`src/rtl/ql_episode_ctrl.sv`:
```
`default_nettype none
// ============================================================================
// Module      : ql_episode_ctrl
// Description : Episode sequencer for the maze-solver Q-learning agent.
//               Runs request / environment response / agent update / check
//               steps, counts steps, episodes and goal hits per run.
// Revision    : 1.0 - initial release
// ============================================================================
module ql_episode_ctrl #(
    parameter int STATE_W     = 6,
    parameter int EP_W        = 16,
    parameter int STEP_W      = 8,
    parameter int N_EPISODES  = 100,
    parameter int MAX_STEPS   = 255,
    parameter int START_STATE = 0,
    parameter int GOAL_STATE  = 63
) (
    input  logic               clk,
    input  logic               rst_n,
    input  logic               start,
    input  logic               abort,
    input  logic               env_valid,
    input  logic [STATE_W-1:0] env_next_state,
    output logic               env_req,
    output logic               agent_en,
    output logic [STATE_W-1:0] state_out,
    output logic [STATE_W-1:0] next_state_out,
    output logic [STEP_W-1:0]  step_cnt,
    output logic [EP_W-1:0]    episode_cnt,
    output logic [EP_W-1:0]    goal_cnt,
    output logic               busy,
    output logic               done
);

    localparam logic [STATE_W-1:0] C_START     = STATE_W'(START_STATE);
    localparam logic [STATE_W-1:0] C_GOAL      = STATE_W'(GOAL_STATE);
    localparam logic [STEP_W-1:0]  C_MAX_STEPS = STEP_W'(MAX_STEPS);
    localparam logic [EP_W-1:0]    C_N_EP      = EP_W'(N_EPISODES);

    typedef enum logic [2:0] {
        S_IDLE   = 3'd0,
        S_INIT   = 3'd1,
        S_REQ    = 3'd2,
        S_UPDATE = 3'd3,
        S_CHECK  = 3'd4,
        S_END_EP = 3'd5
    } state_t;

    state_t             r_state;
    state_t             w_next;
    logic [STATE_W-1:0] r_state_out;
    logic [STATE_W-1:0] r_next_state;
    logic [STEP_W-1:0]  r_step;
    logic [EP_W-1:0]    r_ep;
    logic [EP_W-1:0]    r_goal;
    logic               r_done;

    logic [STEP_W-1:0]  w_step_inc;
    logic [EP_W-1:0]    w_ep_inc;
    logic               w_abort;
    logic               w_at_goal;

    assign w_step_inc = r_step + 1'b1;
    assign w_ep_inc   = r_ep + 1'b1;
    assign w_abort    = abort && (r_state != S_IDLE);
    assign w_at_goal  = (r_next_state == C_GOAL);

    // Next-state decode; abort from any active state overrides everything
    always_comb begin
        w_next = r_state;
        case (r_state)
            S_IDLE:   if (start) w_next = S_INIT;
            S_INIT:   w_next = S_REQ;
            S_REQ:    if (env_valid) w_next = S_UPDATE;
            S_UPDATE: w_next = S_CHECK;
            S_CHECK:  w_next = (w_at_goal || (w_step_inc == C_MAX_STEPS)) ? S_END_EP : S_REQ;
            S_END_EP: w_next = (w_ep_inc == C_N_EP) ? S_IDLE : S_INIT;
            default:  w_next = S_IDLE;
        endcase
        if (w_abort) begin
            w_next = S_IDLE;
        end
    end

    // FSM state register
    always_ff @(posedge clk or negedge rst_n) begin
        if (!rst_n) begin
            r_state <= S_IDLE;
        end else begin
            r_state <= w_next;
        end
    end

    // Datapath: state latches and counters; an abort cycle freezes them all
    always_ff @(posedge clk or negedge rst_n) begin
        if (!rst_n) begin
            r_state_out  <= C_START;
            r_next_state <= C_START;
            r_step       <= '0;
            r_ep         <= '0;
            r_goal       <= '0;
            r_done       <= 1'b0;
        end else if (!w_abort) begin
            case (r_state)
                S_IDLE: begin
                    if (start) begin
                        r_ep   <= '0;
                        r_goal <= '0;
                        r_done <= 1'b0;
                    end
                end
                S_INIT: begin
                    r_state_out <= C_START;
                    r_step      <= '0;
                end
                S_REQ: begin
                    if (env_valid) begin
                        r_next_state <= env_next_state;
                    end
                end
                S_CHECK: begin
                    r_step      <= w_step_inc;
                    r_state_out <= r_next_state;
                    if (w_at_goal) begin
                        r_goal <= r_goal + 1'b1;
                    end
                end
                S_END_EP: begin
                    r_ep <= w_ep_inc;
                    if (w_ep_inc == C_N_EP) begin
                        r_done <= 1'b1;
                    end
                end
                default: begin
                end
            endcase
        end
    end

    assign env_req        = (r_state == S_REQ);
    assign agent_en       = (r_state == S_UPDATE);
    assign busy           = (r_state != S_IDLE);
    assign done           = r_done;
    assign state_out      = r_state_out;
    assign next_state_out = r_next_state;
    assign step_cnt       = r_step;
    assign episode_cnt    = r_ep;
    assign goal_cnt       = r_goal;

endmodule
`default_nettype wire

```
`config.mk`:
```
export PLATFORM = sky130hd
export DESIGN_NAME = ql_episode_ctrl
export DESIGN_NICKNAME = d
export VERILOG_FILES = /design/src/rtl/ql_episode_ctrl.sv
export SDC_FILE = /design/constraint.sdc
export NUM_CORES = 1
export LEC_CHECK = 0
export BUFFER_PORTS_ARGS = -buffer_cell sky130_fd_sc_hd__buf_2
export CORE_ASPECT_RATIO = 1.1
export CORE_MARGIN = 2
export CORE_UTILIZATION = 59
export CTS_CLUSTER_SIZE = 24
export DETAILED_ROUTE_END_ITERATION = 7
export PLACE_DENSITY_LB_ADDON = 0.12
export SLEW_MARGIN = 5
export SYNTH_ARGS = -nofsm -noshare
export SYNTH_HDL_FRONTEND = slang
export SYNTH_SLANG_ARGS = --single-unit
export TNS_END_PERCENT = 100
```
`constraint.sdc`:
```
create_clock -name clk -period 5.71 [get_ports clk]
set_input_delay 0 -clock clk [delete_from_list [all_inputs] [get_ports clk]]
set_output_delay 0 -clock clk [all_outputs]
set_load 0.05 [all_outputs]
```
### Word level (Yosys, flattened, before mapping)

Index checks and enable logic that the tools add are counted.

| word-level totals | value |
|---|---|
| input port bits | 11 |
| register bits after elaboration | 56 |
| output and inout port bits | 56 |
| logic and storage cells | 52 |

| operators by class | value |
|---|---|
| bitwise logic cells | 1 |
| equality and inequality tests | 13 |
| reductions and logical operators | 13 |
| add/sub/neg operators | 3 |
| muxes and demuxes | 15 |

Operator list:

| kind | number |
|---|---|
| case mux 16 bit (2 select lines) | 2 |
| adder 16 x 1 -> 16 bit, second input constant | 2 |
| 2-to-1 mux 16 bit | 2 |
| case mux 3 bit (6 select lines) | 1 |
| == test 16 x 7 -> 1 bit, second input constant | 1 |
| case mux 8 bit (2 select lines) | 1 |
| 2-to-1 mux 3 bit | 4 |
| case mux 6 bit (2 select lines) | 1 |
| adder 8 x 1 -> 8 bit, second input constant | 1 |
| == test 8 bit, second input constant | 1 |
| AND reduction 4 bit | 2 |
| == test 3 x 2 -> 1 bit, second input constant | 2 |
| == test 3 bit, second input constant | 2 |
| == test 6 bit, second input constant | 1 |
| inequality test 2 bit, second input constant | 3 |
| AND reduction 3 bit | 2 |
| nonzero test 2 bit | 3 |
| AND reduction 2 bit | 2 |
| == test 3 x 1 -> 1 bit, second input constant | 1 |
| zero test 3 bit | 1 |
| 2-to-1 mux 1 bit | 3 |
| inequality test 3 x 2 -> 1 bit, second input constant | 1 |
| inequality test 3 bit, second input constant | 1 |
| nonzero test 3 bit | 1 |
| other kinds (4) | 4 |

### Longest topological paths before layout

| depth | value |
|---|---|
| depth after elaboration | 6 |
| mapped depth | 8 |
| mapped depth without buffers | 7 |

### Worst setup path after synthesis

No wires, ideal clock.

| timing | value |
|---|---|
| kind | reg2reg |
| start | reg r_ep[0] (netlist: episode_cnt[0]) |
| end | reg r_state[0] |
| arrival | 2.305 ns |
| stages on the path, launching flop included | 8 |
| path buffers | 0 |
| setup slack | 3.262 ns |
| library setup time | 0.143 ns |
| cell sequence | dfrtp_1 ha_1 nand4_1 or4_1 xor2_1 o2111ai_1 a2111oi_2 o32ai_1 |

| on the way | value |
|---|---|
| cells in the longest elaborated chain, start to end | 5 |

RTL lines:

| element | RTL line | RTL |
|---|---|---|
| from (decl) | 54 | `logic [EP_W-1:0] r_ep;` |
| from (signal assigned) | 129 | `r_ep <= w_ep_inc;` |
| adder 16 x 1 -> 16 bit | 64 | `assign w_ep_inc = r_ep + 1'b1;` |
| == test 16 x 7 -> 1 bit | 77 | `S_END_EP: w_next = (w_ep_inc == C_N_EP) ? S_IDLE : S_INIT;` |
| 2-to-1 mux 1 bit | 77 |  |
| case mux 3 bit (6 select lines) | 71 | `case (r_state)` |
| 2-to-1 mux 3 bit | 80 | `if (w_abort) begin` |
| to (signal assigned) | 90 | `r_state <= w_next;` |
| to (decl) | 49 | `state_t r_state;` |

Every way passes these cells.
A chain may end at the register's enable or synchronous reset.

### Worst setup path after layout

| timing | value |
|---|---|
| start | reg r_state[0] |
| end | reg r_ep[9] (netlist: episode_cnt[9]) |

| on the way | value |
|---|---|
| cells in the longest elaborated chain, start to end | 4 |

RTL lines:

| element |
|---|
| branches (longest 4 deep; another with == test 3 bit) |

Several ways; the timed one is not identified.

==> metrics.txt <==
# TYPE chip_impl_metric gauge
chip_impl_metric{name="wl_per_cell",unit="µm"} 14.7
chip_impl_metric{name="synth_cell_type_count",unit=""} 49
chip_impl_metric{name="design.final.nets",unit=""} 408
chip_impl_metric{name="gp_routability_congestion",unit=""} 0.818
chip_impl_metric{name="combined_area_of_all_synthesized_cells",unit="µm²"} 3060
chip_impl_metric{name="portBuffers",unit=""} 66
chip_impl_metric{name="via_count_of_the_first_global_routing_pass",unit=""} 2412
chip_impl_info{name="status",value="complete, no violations"} 1
chip_impl_info{name="tritoncts",value="done"} 1
chip_impl_metric{name="detail_route.wirelength",unit="mm"} 6.65
chip_impl_metric{name="complex_gate_fraction_of_the_synthesized_area",unit="%"} 17.3
chip_impl_metric{name="synthXorXnorAreaFrac",unit="%"} 6.01
chip_impl_metric{name="antenna-diode-count",unit=""} 0
chip_impl_info{name="type_of_origin_of_the_critical_path",value="register"} 1
chip_impl_metric{name="clkSinkCount",unit=""} 56
chip_impl_metric{name="synth_seq_area_share",unit="%"} 45.8
chip_impl_metric{name="cell_leakage_power",unit="nW"} 1.76
chip_impl_info{name="layout_commonest_cell",value="sky130_fd_sc_hd__buf_2"} 1
chip_impl_metric{name="max_clock_freq",unit="MHz"} 384
chip_impl_metric{name="yosys_register_bits",unit=""} 56
chip_impl_metric{name="async_flop_share",unit="%"} 100
chip_impl_metric{name="antenna_found_initial",unit=""} 0
chip_impl_metric{name="worst-endpoint-arrival",unit="ns"} 2.79
chip_impl_metric{name="die-height",unit="µm"} 79.5
chip_impl_metric{name="totalNegativeSetupSlack",unit="ns"} 0
chip_impl_metric{name="postSynthCellCount",unit=""} 326
chip_impl_metric{name="vias_per_cell",unit=""} 5.91
chip_impl_metric{name="placement_rows",unit=""} 27
chip_impl_metric{name="grt_use_total",unit="%"} 24.4
chip_impl_info{name="leading_cell_types_in_the_layout_fill_and_taps_excluded",value="sky130_fd_sc_hd__buf_2, sky130_fd_sc_hd__dfrtp_1, sky130_fd_sc_hd__o21ai_0"} 1
chip_impl_metric{name="slew-limit-headroom",unit="%"} 50.0
chip_impl_metric{name="chipWidth",unit="µm"} 72.7
chip_impl_metric{name="detailedRoute.firstIterationViolations",unit=""} 141
chip_impl_metric{name="count_of_flip_flops_with_a_built_in_enable_after_synthesis",unit=""} 0
chip_impl_metric{name="layout_worst_path_cycle_share",unit="%"} 45.6
chip_impl_metric{name="area_share_of_and_or_nand_nor_cells_after_synthesis",unit="%"} 23.7
chip_impl_metric{name="vias",unit=""} 2673
chip_impl_metric{name="clk-insertion-delay-late",unit="ns"} 0.31
chip_impl_metric{name="timing.final.setup_violations",unit=""} 0
chip_impl_metric{name="number_of_buffers_between_clock_root_and_the_deepest_sink",unit=""} 2
chip_impl_metric{name="htree_levels",unit=""} 2
chip_impl_metric{name="detailedPlacementHpwl",unit="mm"} 4.52
chip_impl_metric{name="globalRouteOverflowTotal",unit=""} 0
chip_impl_metric{name="period_minus_slack",unit="ns"} 2.61
chip_impl_metric{name="grt_start_max_net_pins",unit=""} 57
chip_impl_metric{name="top_level_ports",unit=""} 67
chip_impl_metric{name="final_layout_size_suffix_gt1_share",unit="%"} 23.9
chip_impl_info{name="cts_root_buffer",value="sky130_fd_sc_hd__clkbuf_8"} 1
chip_impl_metric{name="post_cts.resized_instances",unit=""} 0
chip_impl_metric{name="maxCapViolations",unit=""} 0
chip_impl_metric{name="global_route_wire_length_before_repair",unit="mm"} 11.2
chip_impl_metric{name="post_synth.cell_area_avg",unit="µm²"} 9.39
chip_impl_metric{name="ys_warn_count",unit=""} 0
chip_impl_metric{name="clock_skew",unit="ns"} 0.00840
chip_impl_metric{name="initial_utilization",unit="%"} 61.2
chip_impl_info{name="synth_top_family_by_area",value="simple AND/OR/NAND/NOR gates"} 1
chip_impl_metric{name="drv_slew",unit=""} 0
chip_impl_metric{name="dp_cells",unit=""} 436
chip_impl_metric{name="area_growth",unit="%"} 18.1
chip_impl_metric{name="die_area",unit="µm²"} 5780
chip_impl_metric{name="finalNonFillerCells",unit=""} 452
chip_impl_metric{name="multiplexer_share_of_the_synthesized_area",unit="%"} 2.58
chip_impl_info{name="synthFlopType",value="sky130_fd_sc_hd__dfrtp_1"} 1
chip_impl_metric{name="cts.clk_slew.worst_paths",unit="ns"} 0.10
chip_impl_metric{name="first_pass_iters",unit=""} 4
chip_impl_metric{name="final_design_area_no_fill",unit="µm²"} 3610
chip_impl_metric{name="timing.critical_path.required",unit="ns"} 5.89
chip_impl_metric{name="drt.antenna.violating_nets",unit=""} 0
chip_impl_metric{name="timing.final.hold_violations",unit=""} 0
chip_impl_metric{name="vdd_drop_max",unit="mV"} 0.348
chip_impl_metric{name="mappedNetlistNets",unit=""} 341
chip_impl_metric{name="fp.coreArea",unit="µm²"} 5000
chip_impl_metric{name="num_cts_buffers",unit=""} 5
chip_impl_metric{name="drc",unit=""} 0
chip_impl_info{name="holdCritPathClass",value="in2reg"} 1
chip_impl_metric{name="placedInstanceArea",unit="µm²"} 3410
chip_impl_info{name="kind_of_critical_path",value="reg2reg"} 1
chip_impl_metric{name="synth-adder-area-share",unit="%"} 1.64
chip_impl_metric{name="power_density",unit="nW/µm²"} 313
chip_impl_metric{name="critical_path.max_fanout",unit=""} 20
chip_impl_metric{name="max_slew.worst_pin.slew",unit="ns"} 0.749
chip_impl_info{name="setup_repair_after_global_routing_missed_its_margin",value="false"} 1
chip_impl_info{name="endpoint_kind",value="register"} 1
area by class of cell:
cell class              count  area (µm²)
clock buffers               7        96.3
clock inverters             1        30.0
fillers                   408        1390
inverters                   8        30.0
multi-input cells         247        1570
flip-flops and latches     56        1400
well taps                  58        72.6
repair buffers             75         418
per-layer routing:
metal | track usage [%] | share of wire, % | wire length (µm) | up-vias
met4 | 8.15 | 1.0 | 68 | 0
met3 | 3.28 | 3.6 | 238 | 5
met1 | 33.7 | 46 | 3080 | 1302
met2 | 39.4 | 49 | 3260 | 57
li1 | - | - | - | 1309
met5 | 0 | 0 | 0 | -
kinds of logic after synthesis:
family | count (synthesis)
xor gates and xnor gates | 21
muxes | 7
adders and majority gates | 4
buffers and inverters | 23
and+or+nand+nor | 136
DFF | 56
AOI/OAI and AO/OA | 79
through the flow:
stage          power [mW]  utilization [%]  hold WS [ns]  worst slack, ns
3_3_place_gp        0.846             68.2         0.171             3.30
4_1_cts              1.14             72.3        0.0503             3.13
5_1_grt              1.19             72.3        0.0616             2.86
6_report             1.13             72.3        0.0596             3.10
2_1_floorplan       0.768                -        -0.296             3.26
3_5_place_dp        0.852             68.2         0.176             3.18
final timing paths:
path,from,endpoint,slack (ns),cells past startpoint
worst max-delay path,r_state[0],episode_cnt[9],3.10,6
worst min-delay path,start,done,0.06,3
worst max register to register,r_state[0],episode_cnt[9],3.10,6
worst min register to register,state_out[5],state_out[5],0.52,1
max in group asynchronous,rst_n,goal_cnt[13],4.91,3
min in group asynchronous,rst_n,step_cnt[0],0.35,3
Yosys cell counts (2+ instances only):
| cell type | n | area (µm²) |
|---|---|---|
| sky130_fd_sc_hd__a2111oi_2 | 2 | 30.0 |
| sky130_fd_sc_hd__a21oi_1 | 12 | 60.1 |
| sky130_fd_sc_hd__a22o_1 | 10 | 87.6 |
| sky130_fd_sc_hd__and2_1 | 5 | 31.3 |
| sky130_fd_sc_hd__and3_1 | 3 | 18.8 |
| sky130_fd_sc_hd__and4_1 | 5 | 43.8 |
| sky130_fd_sc_hd__buf_2 | 5 | 25.0 |
| sky130_fd_sc_hd__clkbuf_1 | 9 | 33.8 |
| sky130_fd_sc_hd__dfrtp_1 | 56 | 1400 |
| sky130_fd_sc_hd__ha_1 | 4 | 50.1 |
| sky130_fd_sc_hd__inv_1 | 8 | 30.0 |
| sky130_fd_sc_hd__mux2_2 | 7 | 78.8 |
| sky130_fd_sc_hd__nand2_1 | 31 | 116 |
| sky130_fd_sc_hd__nand3_1 | 14 | 70.1 |
| sky130_fd_sc_hd__nand3b_1 | 2 | 15.0 |
| sky130_fd_sc_hd__nand4_1 | 11 | 68.8 |
| sky130_fd_sc_hd__nand4_2 | 2 | 25.0 |
| sky130_fd_sc_hd__nor2_1 | 34 | 128 |
| sky130_fd_sc_hd__nor2b_1 | 5 | 31.3 |
| sky130_fd_sc_hd__nor3_1 | 5 | 25.0 |
| sky130_fd_sc_hd__o21a_1 | 2 | 15.0 |
| sky130_fd_sc_hd__o21ai_0 | 37 | 185 |
| sky130_fd_sc_hd__o31ai_1 | 3 | 22.5 |
| sky130_fd_sc_hd__o41ai_1 | 2 | 17.5 |
| sky130_fd_sc_hd__or3_1 | 7 | 43.8 |
| sky130_fd_sc_hd__or3_4 | 2 | 22.5 |
| sky130_fd_sc_hd__or4_1 | 2 | 15.0 |
| sky130_fd_sc_hd__xnor2_1 | 7 | 61.3 |
| sky130_fd_sc_hd__xor2_1 | 14 | 123 |
repair_timing:
item | in CTS | in global routing
hold buffers | 8 | 0
endpoints found under the hold margin | 63 | 0
buffers inserted | 0 | 0
critical path, cell delays in order (launching register included):
cell	delay [ns]
sky130_fd_sc_hd__dfrtp_1	0.50
sky130_fd_sc_hd__or2_2	0.36
sky130_fd_sc_hd__nor2_1	0.23
sky130_fd_sc_hd__and2_1	0.67
sky130_fd_sc_hd__nor2_1	0.36
sky130_fd_sc_hd__o21ai_0	0.26
sky130_fd_sc_hd__o31ai_1	0.09
registers in the layout (all words and copies together), names as in the netlist:
name and cells:
next_state_out 6, r_state 3, state_out 6, episode_cnt 16
done 1, goal_cnt 16, step_cnt 8
power by group:
group / internal, mW / switching [mW]
sequential: 0.434 / 0.0456
clock: 0.155 / 0.127
combinational: 0.0952 / 0.274
No activity file was read; power rests on OpenSTA's default activity.
